**config.mk**
```make
export PLATFORM = sky130hd
export DESIGN_NAME = sensor_debounce
export DESIGN_NICKNAME = d
export VERILOG_FILES = /design/src/rtl/sensor_debounce.sv
export SDC_FILE = /design/constraint.sdc
export NUM_CORES = 1
export LEC_CHECK = 0
export CORE_ASPECT_RATIO = 1.4
export CORE_UTILIZATION = 35
export CTS_BUF_LIST = sky130_fd_sc_hd__clkbuf_2 sky130_fd_sc_hd__clkbuf_4 sky130_fd_sc_hd__clkbuf_8
export DETAILED_ROUTE_END_ITERATION = 16
export PLACE_DENSITY_LB_ADDON = 0.12
export REMOVE_ABC_BUFFERS = 1
export SYNTH_ARGS = -nofsm -noshare
export SYNTH_HDL_FRONTEND = slang
export SYNTH_SLANG_ARGS = --single-unit
```
**constraint.sdc**
```tcl
create_clock -name clk -period 2.5 [get_ports clk]
set_input_delay 0.5 -clock clk [delete_from_list [all_inputs] [get_ports clk]]
set_output_delay 0.5 -clock clk [all_outputs]
set_load 0.005 [all_outputs]
```
**src/rtl/sensor_debounce.sv**
```systemverilog
// sensor_debounce: conditions four asynchronous sensor / limit-switch inputs
// for the tarp motor controller. Each input is synchronized and debounced;
// the light and rain channels also get a minimum dwell after each change.
// The outputs are held at safe values until the synchronizers and debounce
// windows have filled after reset.

// One debounced channel: 2-flop synchronizer, debounce counter and an
// optional dwell counter.
module sensor_debounce_ch #(
  parameter int DEB_CYCLES  = 8,
  parameter int HOLD_CYCLES = 16,
  parameter bit HAS_HOLD    = 1'b0,
  parameter bit RST_VAL     = 1'b0
) (
  input  logic clk,
  input  logic rst,
  input  logic raw,
  input  logic valid,
  input  logic load,
  output logic out
);
  localparam logic [7:0] DEB_LAST  = 8'(DEB_CYCLES - 1);
  // Channels without a dwell load zero, so the dwell never becomes active.
  localparam logic [7:0] HOLD_LOAD = HAS_HOLD ? 8'(HOLD_CYCLES) : 8'd0;

  logic       sync_q1;
  logic       sync_q2;
  logic [7:0] deb_cnt;
  logic [7:0] hold_cnt;
  logic       hold_busy;
  logic       differs;
  logic       fire;

  assign hold_busy = (hold_cnt != 8'd0);
  assign differs   = (sync_q2 != out);
  // The output takes the new level once it has differed for DEB_CYCLES
  // consecutive cycles with no dwell pending.
  assign fire      = valid && !hold_busy && differs && (deb_cnt == DEB_LAST);

  // Two-flop synchronizer; only the second stage is used downstream.
  always_ff @(posedge clk) begin
    if (rst) begin
      sync_q1 <= 1'b0;
      sync_q2 <= 1'b0;
    end else begin
      sync_q1 <= raw;
      sync_q2 <= sync_q1;
    end
  end

  // Debounce counter: counts consecutive mismatching cycles, restarts on any
  // match, on a change, during the dwell and before the outputs are valid.
  always_ff @(posedge clk) begin
    if (rst || load || !valid || hold_busy || !differs || fire) begin
      deb_cnt <= 8'd0;
    end else begin
      deb_cnt <= deb_cnt + 8'd1;
    end
  end

  // Dwell counter: armed on each output change, counts down to zero.
  always_ff @(posedge clk) begin
    if (rst || load || !valid) begin
      hold_cnt <= 8'd0;
    end else if (fire) begin
      hold_cnt <= HOLD_LOAD;
    end else if (hold_busy) begin
      hold_cnt <= hold_cnt - 8'd1;
    end
  end

  // Output register: safe value in reset, snapshot of sync when the outputs
  // become valid, then debounced changes only.
  always_ff @(posedge clk) begin
    if (rst) begin
      out <= RST_VAL;
    end else if (load || fire) begin
      out <= sync_q2;
    end
  end
endmodule

module sensor_debounce #(
  parameter int DEB_CYCLES  = 8,
  parameter int HOLD_CYCLES = 16
) (
  input  logic clk,
  input  logic rst,
  input  logic raw_L,
  input  logic raw_U,
  input  logic raw_Fe,
  input  logic raw_Fd,
  output logic L_o,
  output logic U_o,
  output logic Fe_o,
  output logic Fd_o,
  output logic valid,
  output logic fault
);
  localparam int NUM_CH = 4;
  // Channel order {L, U, Fe, Fd}. Reset values make the motor controller
  // stop: both limits asserted, no light, no rain.
  localparam logic [NUM_CH-1:0] RST_VEC  = 4'b0011;
  localparam logic [NUM_CH-1:0] HOLD_VEC = 4'b1100;
  // valid rises on the (DEB_CYCLES+2)th edge with reset low; the counter is
  // one bit wider than the debounce counters so DEB_CYCLES = 255 still fits.
  localparam logic [8:0] VLD_LAST = 9'(DEB_CYCLES + 1);

  typedef enum logic {ST_WAIT, ST_RUN} state_t;

  state_t            state;
  state_t            state_nx;
  logic [8:0]        vld_cnt;
  logic [8:0]        vld_cnt_nx;
  logic              load;
  logic              valid_int;
  logic [NUM_CH-1:0] raw_vec;
  logic [NUM_CH-1:0] out_vec;

  assign raw_vec   = {raw_L, raw_U, raw_Fe, raw_Fd};
  assign valid_int = (state == ST_RUN);

  generate
    for (genvar i = 0; i < NUM_CH; i++) begin : g_ch
      sensor_debounce_ch #(
        .DEB_CYCLES (DEB_CYCLES),
        .HOLD_CYCLES(HOLD_CYCLES),
        .HAS_HOLD   (HOLD_VEC[i]),
        .RST_VAL    (RST_VEC[i])
      ) u_ch (
        .clk  (clk),
        .rst  (rst),
        .raw  (raw_vec[i]),
        .valid(valid_int),
        .load (load),
        .out  (out_vec[i])
      );
    end
  endgenerate

  assign {L_o, U_o, Fe_o, Fd_o} = out_vec;
  assign valid = valid_int;

  // Power-up sequencer state register.
  always_ff @(posedge clk) begin
    if (rst) begin
      state   <= ST_WAIT;
      vld_cnt <= 9'd0;
    end else begin
      state   <= state_nx;
      vld_cnt <= vld_cnt_nx;
    end
  end

  // Power-up sequencer: wait until the synchronizers and one debounce window
  // have filled, then load every channel with its sync value once.
  always_comb begin
    state_nx   = state;
    vld_cnt_nx = vld_cnt;
    load       = 1'b0;
    case (state)
      ST_WAIT: begin
        if (vld_cnt == VLD_LAST) begin
          load       = 1'b1;
          state_nx   = ST_RUN;
          vld_cnt_nx = 9'd0;
        end else begin
          vld_cnt_nx = vld_cnt + 9'd1;
        end
      end
      ST_RUN: begin
        state_nx = ST_RUN;
      end
      default: begin
        state_nx   = ST_WAIT;
        vld_cnt_nx = 9'd0;
      end
    endcase
  end

  // Fault flag: both limit switches reported at once while outputs are valid.
  always_ff @(posedge clk) begin
    if (rst) begin
      fault <= 1'b0;
    end else begin
      fault <= valid_int && Fe_o && Fd_o;
    end
  end
endmodule

```
==> results.py, run 1 <==
metrics = {
    "cells_and_area": {
        "final_layout_size_suffix_gt1_frac": 0.0967,
        "final_common_cell": "dfxtp_1",
        "fill_cells": 1070,
        "layout_common_cells": "dfxtp_1, nor2_1, xor2_1, xnor2_1, nand3_1",
        "diodes": 0,
        "final_cell_area_sq_um": 4290,
        "area_growth_pct": 13.0,
        "nets": 439,
        "layout.cells.non_filler": 562,
        "multi_input_area_sq_um": 1940,
        "seq_area_sq_um": 1740,
    },
    "sta": {
        "max_slew.worst_pin.slew_ns": 0.556,
        "worst_slack_ns": 0.212,
        "slew_headroom": 0.626,
        "fin_crit_sh": 0.915,
        "rsz0062_at_grt": "no",
        "maxSlewViolCount": 0,
        "period_needed_ns": 2.29,
        "hold_viol": 0,
        "clock.fmax_mhz": 437,
        "setup_tns_ns": 0,
        "setup_viol_count_final": 0,
        "clock_skew_ns": 0.00880,
    },
    "grt": {
        "grt_max_degree": 21,
        "grt_pass1_wl_um": 11500,
        "antenna_found_initial": 0,
        "grt_overflow": 0,
        "grt_pass1_vias": 2515,
        "grt_use_total": 0.126,
    },
    "power": {
        "p_leak_nw": 1.72,
        "power.density_nw_per_um2": 589,
        "ir_drop_uv": 272,
    },
    "logic_synthesis": {
        "ys.flop_type": "dfxtp_1",
        "synth_edf_count": 0,
        "ys_types": 50,
        "syn_inst": 402,
        "synth_top_cell_by_area": "dfxtp_1",
        "synthTopCellsByArea": "dfxtp_1, xor2_1, xnor2_1",
        "ys_seq_area_frac": 0.459,
        "ys.warnings.count": 0,
        "ys_ff_latch": 87,
        "syn-mean-instance-area_sq_um": 9.44,
        "synth-async-reset-ratio": 0,
        "netlist_area_sq_um": 3790,
        "synth_top_area_frac": 0.459,
    },
    "run_status": {
        "status": "completed",
    },
    "floorplanning": {
        "fp.dieW_um": 90.0,
        "die_area_sq_um": 11300,
        "initial_utilization": 0.363,
        "fp.dieH_um": 125,
        "rows": 44,
        "ios": 12,
        "fp.coreArea_sq_um": 10500,
    },
    "critical_path": {
        "crit_path_max_fanout": 8,
        "worstSetupPathType": "reg -> reg",
        "crit_path_start_kind": "flip-flop",
        "cp.arrival_ns": 2.58,
        "required_ns": 2.79,
        "end_kind": "flip-flop",
    },
    "cts": {
        "clk-insertion-delay-late_ns": 0.36,
        "cts_max_path_buffers": 2,
        "cts_setup_buffers": 0,
        "cts_tree": "done",
        "root_buffer": "clkbuf_8",
        "htreeDepth": 3,
        "cts_sinks": 87,
        "cts_buffers": 9,
        "cts_resized": 0,
        "cts.reportedPaths.clkPinSlew_ns": 0.09,
        "hold_buffers": 0,
    },
    "detailed_routing": {
        "drt-total-wl_um": 6580,
        "wl_met2_um": 3010,
        "met3_length_um": 175,
        "antenna_left": 0,
        "routed_via_density": 4.76,
        "first_iter_violations": 72,
        "via_count": 2675,
        "post_drt_wl_per_cell_um": 11.7,
        "drt-pass1-iter-count": 4,
        "highest_layer": "met4",
        "wl_met1_um": 3220,
        "drc": 0,
    },
    "worst_hold_path": {
        "hp-class": "reg -> reg",
    },
    "placed_design": {
        "hpwl_um": 4660,
        "gp_routability_congestion": 0.723,
        "dp_cells": 546,
        "io_buffers": 11,
        "pre_cts_ws_ns": 0.228,
        "placed_cell_area_sq_um": 4070,
    },
    "job": {
        "maxCapViolations": 0,
    },
}
==> power by group <==
| part | switching [mW] | total, mW | internal, mW | leakage (nW) |
|---|---|---|---|---|
| sequential | 0.00953 | 1.40 | 1.40 | 0.703 |
| combinational | 0.0191 | 0.0433 | 0.0242 | 0.905 |
| clock | 0.510 | 1.08 | 0.566 | 0.114 |
| total | 0.538 | 2.52 | 1.99 | 1.72 |
==> metal layers <==
| metal | vias to the layer above | track usage |
|---|---|---|
| met1 | 1236 | 0.159 |
| met4 | 0 | 0.0683 |
| li1 | 1400 | - |
| met5 | - | 0 |
| met2 | 26 | 0.201 |
| met3 | 13 | 0.0262 |
==> logic make-up (layout without fill, tap and decap cells) <==
| kind of cell | after synthesis | after routing | synth area share |
|---|---|---|---|
| AO/OA/AOI/OAI | 22 | 22 | 0.0399 |
| XOR/XNOR | 60 | 60 | 0.138 |
| adder cells (fa/ha/maj) | 14 | 14 | 0.0462 |
| buffers and inverters | 26 | 48 | 0.0287 |
| flip-flops | 87 | 87 | 0.459 |
| multiplexers | 5 | 5 | 0.0132 |
| AND/OR/NAND/NOR | 188 | 188 | 0.275 |
==> synthesized netlist by cell type (2+ instances only) <==
library cell and instances:
ha_1 14, a21oi_1 9, o31ai_1 4, inv_1 16, nor4_1 7, or3b_2 2
buf_2 2, clkbuf_1 5, a31oi_1 2, or4_4 3, or3_1 2, and4b_1 2
nand4_1 3, nand2_1 13, or3b_1 2, nor4_2 3, mux2i_1 5, xnor2_1 29
xor2_1 31, and3_1 14, nor2_2 8, nand3b_1 2, nor2_1 61, nand3_1 22
or4_1 6, nor2b_1 10, nand2b_1 5, nor3_1 12, dfxtp_1 87
==> worst max-delay path, cell delays in order, from the launching register on <==
cell and delay [ns]:
dfxtp_1 0.35, inv_1 0.09, ha_1 0.15, or3b_2 0.48, or2_0 0.31, or4_1 0.67
nor2_2 0.17
==> final timing paths <==
| path | from | end | slack, ns | cells after the start |
|---|---|---|---|---|
| worst max-delay path | g_ch[3].u_ch.hold_cnt[0] | g_ch[3].u_ch.deb_cnt[4] | 0.21 | 6 |
| worst min-delay path | g_ch[3].u_ch.sync_q1 | g_ch[3].u_ch.sync_q2 | 0.44 | 1 |
| worst max register to register | g_ch[3].u_ch.hold_cnt[0] | g_ch[3].u_ch.deb_cnt[4] | 0.21 | 6 |
| worst min register to register | g_ch[3].u_ch.sync_q1 | g_ch[3].u_ch.sync_q2 | 0.44 | 1 |
==> cell type report <==
class	instances	area share
Multi-Input combinational cell	289	0.454
Sequential cell	87	0.406
Tap cell	138	0.0403
Timing Repair Buffer	16	0.0344
Clock buffer	9	0.0289
Clock inverter	7	0.0225
Inverter	16	0.0140
==> state kept, by name, summed over array words and instances, names as in the netlist <==
signal and cells:
g_ch.u_ch.sync_q1 4, valid 1, g_ch.u_ch.deb_cnt 32, g_ch.u_ch.out 4, g_ch.u_ch.sync_q2 4, g_ch.u_ch.hold_cnt 32
vld_cnt 9, fault 1
==> through the flow <==
stage / power, mW / hold WS [ns] / util
2_1_floorplan: 1.46 / 0.414 / -
3_3_place_gp: 1.48 / 0.419 / 0.389
3_5_place_dp: 1.48 / 0.424 / 0.389
4_1_cts: 2.57 / 0.445 / 0.410
5_1_grt: 2.64 / 0.455 / 0.410
6_report: 2.52 / 0.441 / 0.410
Note: power is estimated with default switching activity, not from simulation.
==> run 2: changes to the inputs <==
--- a/config.mk
+++ b/config.mk
@@ -9,6 +9,7 @@
 export CORE_UTILIZATION = 35
 export CTS_BUF_LIST = sky130_fd_sc_hd__clkbuf_2 sky130_fd_sc_hd__clkbuf_4 sky130_fd_sc_hd__clkbuf_8
 export DETAILED_ROUTE_END_ITERATION = 16
+export GPL_TIMING_DRIVEN = 1
 export PLACE_DENSITY_LB_ADDON = 0.12
 export REMOVE_ABC_BUFFERS = 1
 export SYNTH_ARGS = -nofsm -noshare
==> results of run 2 <==
No change in the layout: final DEF, timing and power equal those of run 1.
==> edit 1: new RTL, settings of run 2 <==
Register the inputs `raw_L`, `raw_U`, `raw_Fe` and `raw_Fd` before use, cleared by the reset. The logic sees them one clock later.
--- a/src/rtl/sensor_debounce.sv
+++ b/src/rtl/sensor_debounce.sv
@@ -108,6 +108,25 @@
 
   typedef enum logic {ST_WAIT, ST_RUN} state_t;
 
+  logic raw_L_q;
+  logic raw_U_q;
+  logic raw_Fe_q;
+  logic raw_Fd_q;
+
+  always_ff @(posedge clk) begin
+    if (rst) begin
+      raw_L_q  <= '0;
+      raw_U_q  <= '0;
+      raw_Fe_q <= '0;
+      raw_Fd_q <= '0;
+    end else begin
+      raw_L_q  <= raw_L;
+      raw_U_q  <= raw_U;
+      raw_Fe_q <= raw_Fe;
+      raw_Fd_q <= raw_Fd;
+    end
+  end
+
   state_t            state;
   state_t            state_nx;
   logic [8:0]        vld_cnt;
@@ -117,7 +136,7 @@
   logic [NUM_CH-1:0] raw_vec;
   logic [NUM_CH-1:0] out_vec;
 
-  assign raw_vec   = {raw_L, raw_U, raw_Fe, raw_Fd};
+  assign raw_vec   = {raw_L_q, raw_U_q, raw_Fe_q, raw_Fd_q};
   assign valid_int = (state == ST_RUN);
 
   generate
Formal check against the unedited RTL: same outputs for any inputs over 10 cycles, from zero or initial values and one cycle with rst high; that may be too few to reach the edited logic, so the function may still have changed.
==> edit 1 against run 2 <==
Design area rose by 3.5%; routed wire length up 1.3%; clock power grew 5%; maximum frequency is 14% higher; die area up 3.3%; area after synthesis grew 3.3%; sequential cell count up 4; global-route usage hardly changed; worst setup slack improved by 0.28 ns; sequential power increased by 5%; critical path depth down 5; power rose by 4.8%; worst hold slack lost 0.0032 ns; highest routed layer unchanged.
==> edit 1: results (changes against run 2) <==
The flow ran to the end, and the final reports show no timing, DRC or antenna violations. The number of clock sinks came out at 91 (+4.6%). The standard cell area after detailed placement was 4205 µm² (+3.4%). The number of distinct library cells after synthesis came out at 45 (-10%). The destination of the worst register-to-register timing path is g_ch[2].u_ch.deb_cnt[5]$_SDFF_PP0_.

In this design, the largest share of critical-path delay is due to buffers and inverters. The biggest cell delay along the critical path came out at 0.58 ns (-0.09 ns). The maximum clock skew at final layout is 0.008832 ns (+0.00003319 ns). By count the netlist is led by sky130_fd_sc_hd__dfxtp_1 (91), sky130_fd_sc_hd__nor2_1 (69), sky130_fd_sc_hd__xnor2_1 (30). The share of final-layout standard cells stronger than drive strength 1 is 9.255% (-0.41 points). The number of global-route vias before repair is 2705 (+7.6%). The startpoint of the most critical register-to-register path is g_ch[2].u_ch.hold_cnt[0]$_SDFFE_PP0P_.

The slowest stage of the critical path is the sky130_fd_sc_hd__clkdlybuf4s50_1 cell. The total number of vias came to 2704 (+1.1%). The filler cell count in the final layout came out at 1080 (+0.93%).

The count of nets after finishing came out at 457 (+4.1%). By area the synthesized netlist is led by sky130_fd_sc_hd__dfxtp_1 (46%), sky130_fd_sc_hd__xnor2_1 (6.7%), sky130_fd_sc_hd__nor2_1 (6.6%). The worst reg-to-reg setup slack came out at 0.66 ns (+0.45 ns). The path with the worst hold slack has its endpoint at g_ch[1].u_ch.sync_q2$_SDFF_PP0_. The final weighted congestion of routability-driven global placement came to 0.7123 (-1.5%).

The worst hold path begins at g_ch[1].u_ch.sync_q1$_SDFF_PP0_. The placed wire-length estimate came to 4737 µm (+1.8%). The overall global routing resource usage is 12.63% (+0.041 points). The starting DRC count in detailed routing came out at 46 (-36%). The signal arrival time at the worst endpoint is 1.50 ns (-1.08 ns). The transition time at the pin with the least slew margin came out at 0.5640 ns (+0.008523 ns).
## edit 1: cell families (layout without fill, tap and decap cells)
| logic type | after synthesis | count (layout) | synth area share [%] |
|---|---|---|---|
| AOI/OAI and AO/OA | 23 | 23 | 3.191 |
| DFF | 91 | 91 | 46.46 |
| adders and majority gates | 13 | 13 | 4.148 |
| xor gates and xnor gates | 57 | 57 | 12.73 |
| buffers and inverters | 21 | 45 | 2.266 |
| muxes | 3 | 3 | 0.7977 |
| and+or+nand+nor | 211 | 211 | 30.41 |
## edit 1: how the worst max path moves through the flow
stage / from / slack (ns) / endpoint
floorplan: g_ch[3].u_ch.hold_cnt[2]$_SDFFE_PP0P_ / 0.79 / g_ch[3].u_ch.deb_cnt[3]$_SDFF_PP0_
global placement: rst / 0.58 / g_ch[3].u_ch.deb_cnt[0]$_SDFF_PP0_
detailed placement: rst / 0.58 / g_ch[3].u_ch.deb_cnt[7]$_SDFF_PP0_
CTS: valid$_SDFF_PP0_ / 0.44 / valid
global route: valid$_SDFF_PP0_ / 0.38 / valid
finish: valid$_SDFF_PP0_ / 0.50 / valid
## edit 1: power breakdown
part | total (mW) | switching, mW | internal (mW)
Clock | 1.13 | 0.507 | 0.628
Combinational | 0.0428 | 0.0196 | 0.0233
Sequential | 1.47 | 0.00750 | 1.46
## edit 1: area by class of cell
type	count	area (µm²)	area share, %
clock inverters	4	72.57	1.636
inverters	13	48.80	1.100
flip-flops and latches	91	1822	41.06
multi-input cells	307	2011	45.32
repair buffers	16	147.6	3.328
clock buffers	12	158.9	3.581
well taps	141	176.4	3.976
## edit 1: per-layer routing
layer / vias up / GRT usage [%] / routed length [µm]
met5: - / 0 / 0
li1: 1441 / - / -
met4: 0 / 7.470 / 180
met2: 22 / 21.76 / 3107
met1: 1228 / 14.03 / 3199
met3: 13 / 3.095 / 175
## edit 1: per-stage QoR
step	util [%]	hold slack, ns	instances	power [mW]
global placement	38.70	0.4166	568	1.545
detailed placement	38.70	0.4220	568	1.547
finish	40.83	0.4378	584	2.645
floorplan	-	0.4132	411	1.523
CTS	40.83	0.4431	584	2.702
global route	40.83	0.4565	584	2.758
==> edit 2: new RTL, settings of run 2 <==
Without the edit above. `HOLD_CYCLES` is set to 16 in 2 places; all go to 8.
--- a/src/rtl/sensor_debounce.sv
+++ b/src/rtl/sensor_debounce.sv
@@ -8,7 +8,7 @@
 // optional dwell counter.
 module sensor_debounce_ch #(
   parameter int DEB_CYCLES  = 8,
-  parameter int HOLD_CYCLES = 16,
+  parameter int HOLD_CYCLES = 8,
   parameter bit HAS_HOLD    = 1'b0,
   parameter bit RST_VAL     = 1'b0
 ) (
@@ -82,7 +82,7 @@
 
 module sensor_debounce #(
   parameter int DEB_CYCLES  = 8,
-  parameter int HOLD_CYCLES = 16
+  parameter int HOLD_CYCLES = 8
 ) (
   input  logic clk,
   input  logic rst,
Behaviour: no difference found for any inputs over 10 cycles, from zero or initial values and one cycle with rst high; that may be too few to reach the edited logic, so the function may still have changed.
==> edit 2 against run 2 <==
Power is 3.4% lower; core utilization is 0.89 points lower; design area is 1.6% higher; synthesized cell count is 0.75% higher; worst setup slack better by 0.063 ns; global-route usage is 0.19 points higher; sequential cell count stayed put; routed wire length is 4.1% higher; via count is 0.11% higher; area after synthesis is 2.9% higher.
==> edit 2: results (changes against run 2) <==
The flow ran to the end, and the final reports show no timing, DRC or antenna violations. The cell total after placement is 551 (+0.92%). The number of standard cells after synthesis came out at 405 (+0.75%). The number of inserted diodes is 0 (unchanged).

The share of final-layout standard cells stronger than drive strength 1 is 14.08% (+4.4 points). Grouping stages by cell kind, the critical path spends the most delay in flip-flops. The biggest cell delay along the critical path came out at 0.73 ns (+0.06 ns). The number of cells on the worst hold path is 1 (unchanged). By area the synthesized netlist is led by sky130_fd_sc_hd__dfxtp_1 (45%), sky130_fd_sc_hd__xnor2_1 (8.1%), sky130_fd_sc_hd__xor2_1 (5.6%).

The maximum clock skew at final layout came to 0.009291 ns (+0.0004924 ns). The worst hold path begins at g_ch[0].u_ch.sync_q1$_SDFF_PP0_. The tightest min-delay check is of the register to register type. For hold timing, the worst endpoint is g_ch[0].u_ch.sync_q2$_SDFF_PP0_. The final weighted congestion of routability-driven global placement is 0.7831 (+8.3%). The maximum number of buffers from clock root to sink is 2 (unchanged). The transition time at the pin with the least slew margin is 0.7351 ns (+0.1796 ns). By count the netlist is led by sky130_fd_sc_hd__dfxtp_1 (87), sky130_fd_sc_hd__nor2_1 (49), sky130_fd_sc_hd__xnor2_1 (36). The count of nets after finishing came out at 441 (+0.46%). For this design, the slowest cell found on the critical path is sky130_fd_sc_hd__dfxtp_1. The signal arrival time at the worst endpoint is 1.72 ns (-0.86 ns). The worst-path maximum fanout came to 16 (+8). The initial antenna violation count came out at 0 (unchanged). The placed wire-length estimate came out at 4813 µm (+3.4%). The routed wire length is 6851 µm (+4.1%). The wire length per cell came to 12.08 µm (+3.2%).

The post-placement worst setup slack came out at 0.1312 ns (-0.09728 ns). The worst supply voltage drop on vdd is 0.2067 mV (-24%). The wire length of the first global-routing pass is 11770 µm (+2.1%). The standard cell area after detailed placement came out at 4159 µm² (+2.3%). The leakage power was 1.693 nW (-1.7%). The filler cell count in the final layout was 1071 (+0.093%). The smallest hold slack is 0.4343 ns (-0.006786 ns). The worst register-to-register path begins at g_ch[2].u_ch.hold_cnt[2]$_SDFFE_PP0P_. The overall global routing resource usage is 12.78% (+0.19 points). The TritonCTS buffer count is 9 (unchanged).

The number of global-route vias before repair is 2648 (+5.3%). In this run the critical register-to-register path is captured at g_ch[2].u_ch.deb_cnt[3]$_SDFF_PP0_. The number of port buffers is 11 (unchanged). The routed via count divided by cell count is 4.723 (-0.77%).

The path depth of the worst reg2reg path came out at 4 (-2). The number of distinct library cells after synthesis was 46 (-8.0%). The sequential fraction of the synthesis area is 44.59% (-1.3 points). The largest net degree at the start of global routing came out at 19 (-9.5%). The starting DRC count in detailed routing was 65 (-9.7%). The area share of the largest cell type after synthesis is 44.59% (-1.3 points). The worst reg-to-reg setup slack came out at 0.41 ns (+0.20 ns).
[edit 2: cell count changes in the layout (fill, tap and decap cells not counted), sizes merged, moves of 2 or more]
cell / change
nand4b: +3
clkbuf: +3
o2111a: +2
buf: -2
xnor2: +7
nor3: -4
nand2: +6
and3: -3
nor2: +7
or3: +2
xor2: -6
nand3: -6
nand3b: +2
[edit 2: power breakdown]
| part | switching [mW] | internal [mW] | leakage [nW] |
|---|---|---|---|
| registers | 0.00977 | 1.39 | 0.703 |
| clock network | 0.480 | 0.507 | 0.107 |
| logic | 0.0211 | 0.0245 | 0.883 |
[edit 2: cell type report]
| type | instances | area [µm²] | area share (%) |
|---|---|---|---|
| timing repair buffer | 14 | 132.6 | 3.044 |
| tap | 141 | 176.4 | 4.049 |
| inverter | 17 | 63.81 | 1.465 |
| clock buffer | 12 | 152.6 | 3.504 |
| multi-input combinational | 292 | 2044 | 46.93 |
| clock inverter | 4 | 45.04 | 1.034 |
| sequential | 87 | 1742 | 39.98 |
[edit 2: how the worst max path moves through the flow]
stage	from	end	slack (ns)
3_3_place_gp	rst	g_ch[1].u_ch.hold_cnt[3]$_SDFFE_PP0P_	0.16
4_1_cts	valid$_SDFF_PP0_	valid	0.23
6_report	valid$_SDFF_PP0_	valid	0.28
2_1_floorplan	g_ch[2].u_ch.hold_cnt[2]$_SDFFE_PP0P_	g_ch[2].u_ch.deb_cnt[3]$_SDFF_PP0_	0.56
5_1_grt	valid$_SDFF_PP0_	valid	0.18
3_5_place_dp	rst	g_ch[0].u_ch.hold_cnt[3]$_SDFFE_PP0P_	0.13
[edit 2: logic make-up (layout without fill, tap and decap cells)]
kind of cell,Yosys count,after routing,share of synthesized area [%]
mux,4,4,1.025
simple gates,194,194,29.53
fa+ha+maj,14,14,4.484
flops,87,87,44.59
compound gates,19,19,3.619
buf+inv,26,47,3.075
xor+xnor,61,61,13.68
[edit 2: per-layer routing]
metal	GRT usage (%)	routed length (µm)
met1	15.20	3244
met2	21.48	3293
met3	3.452	203
met4	5.789	110
met5	0	0
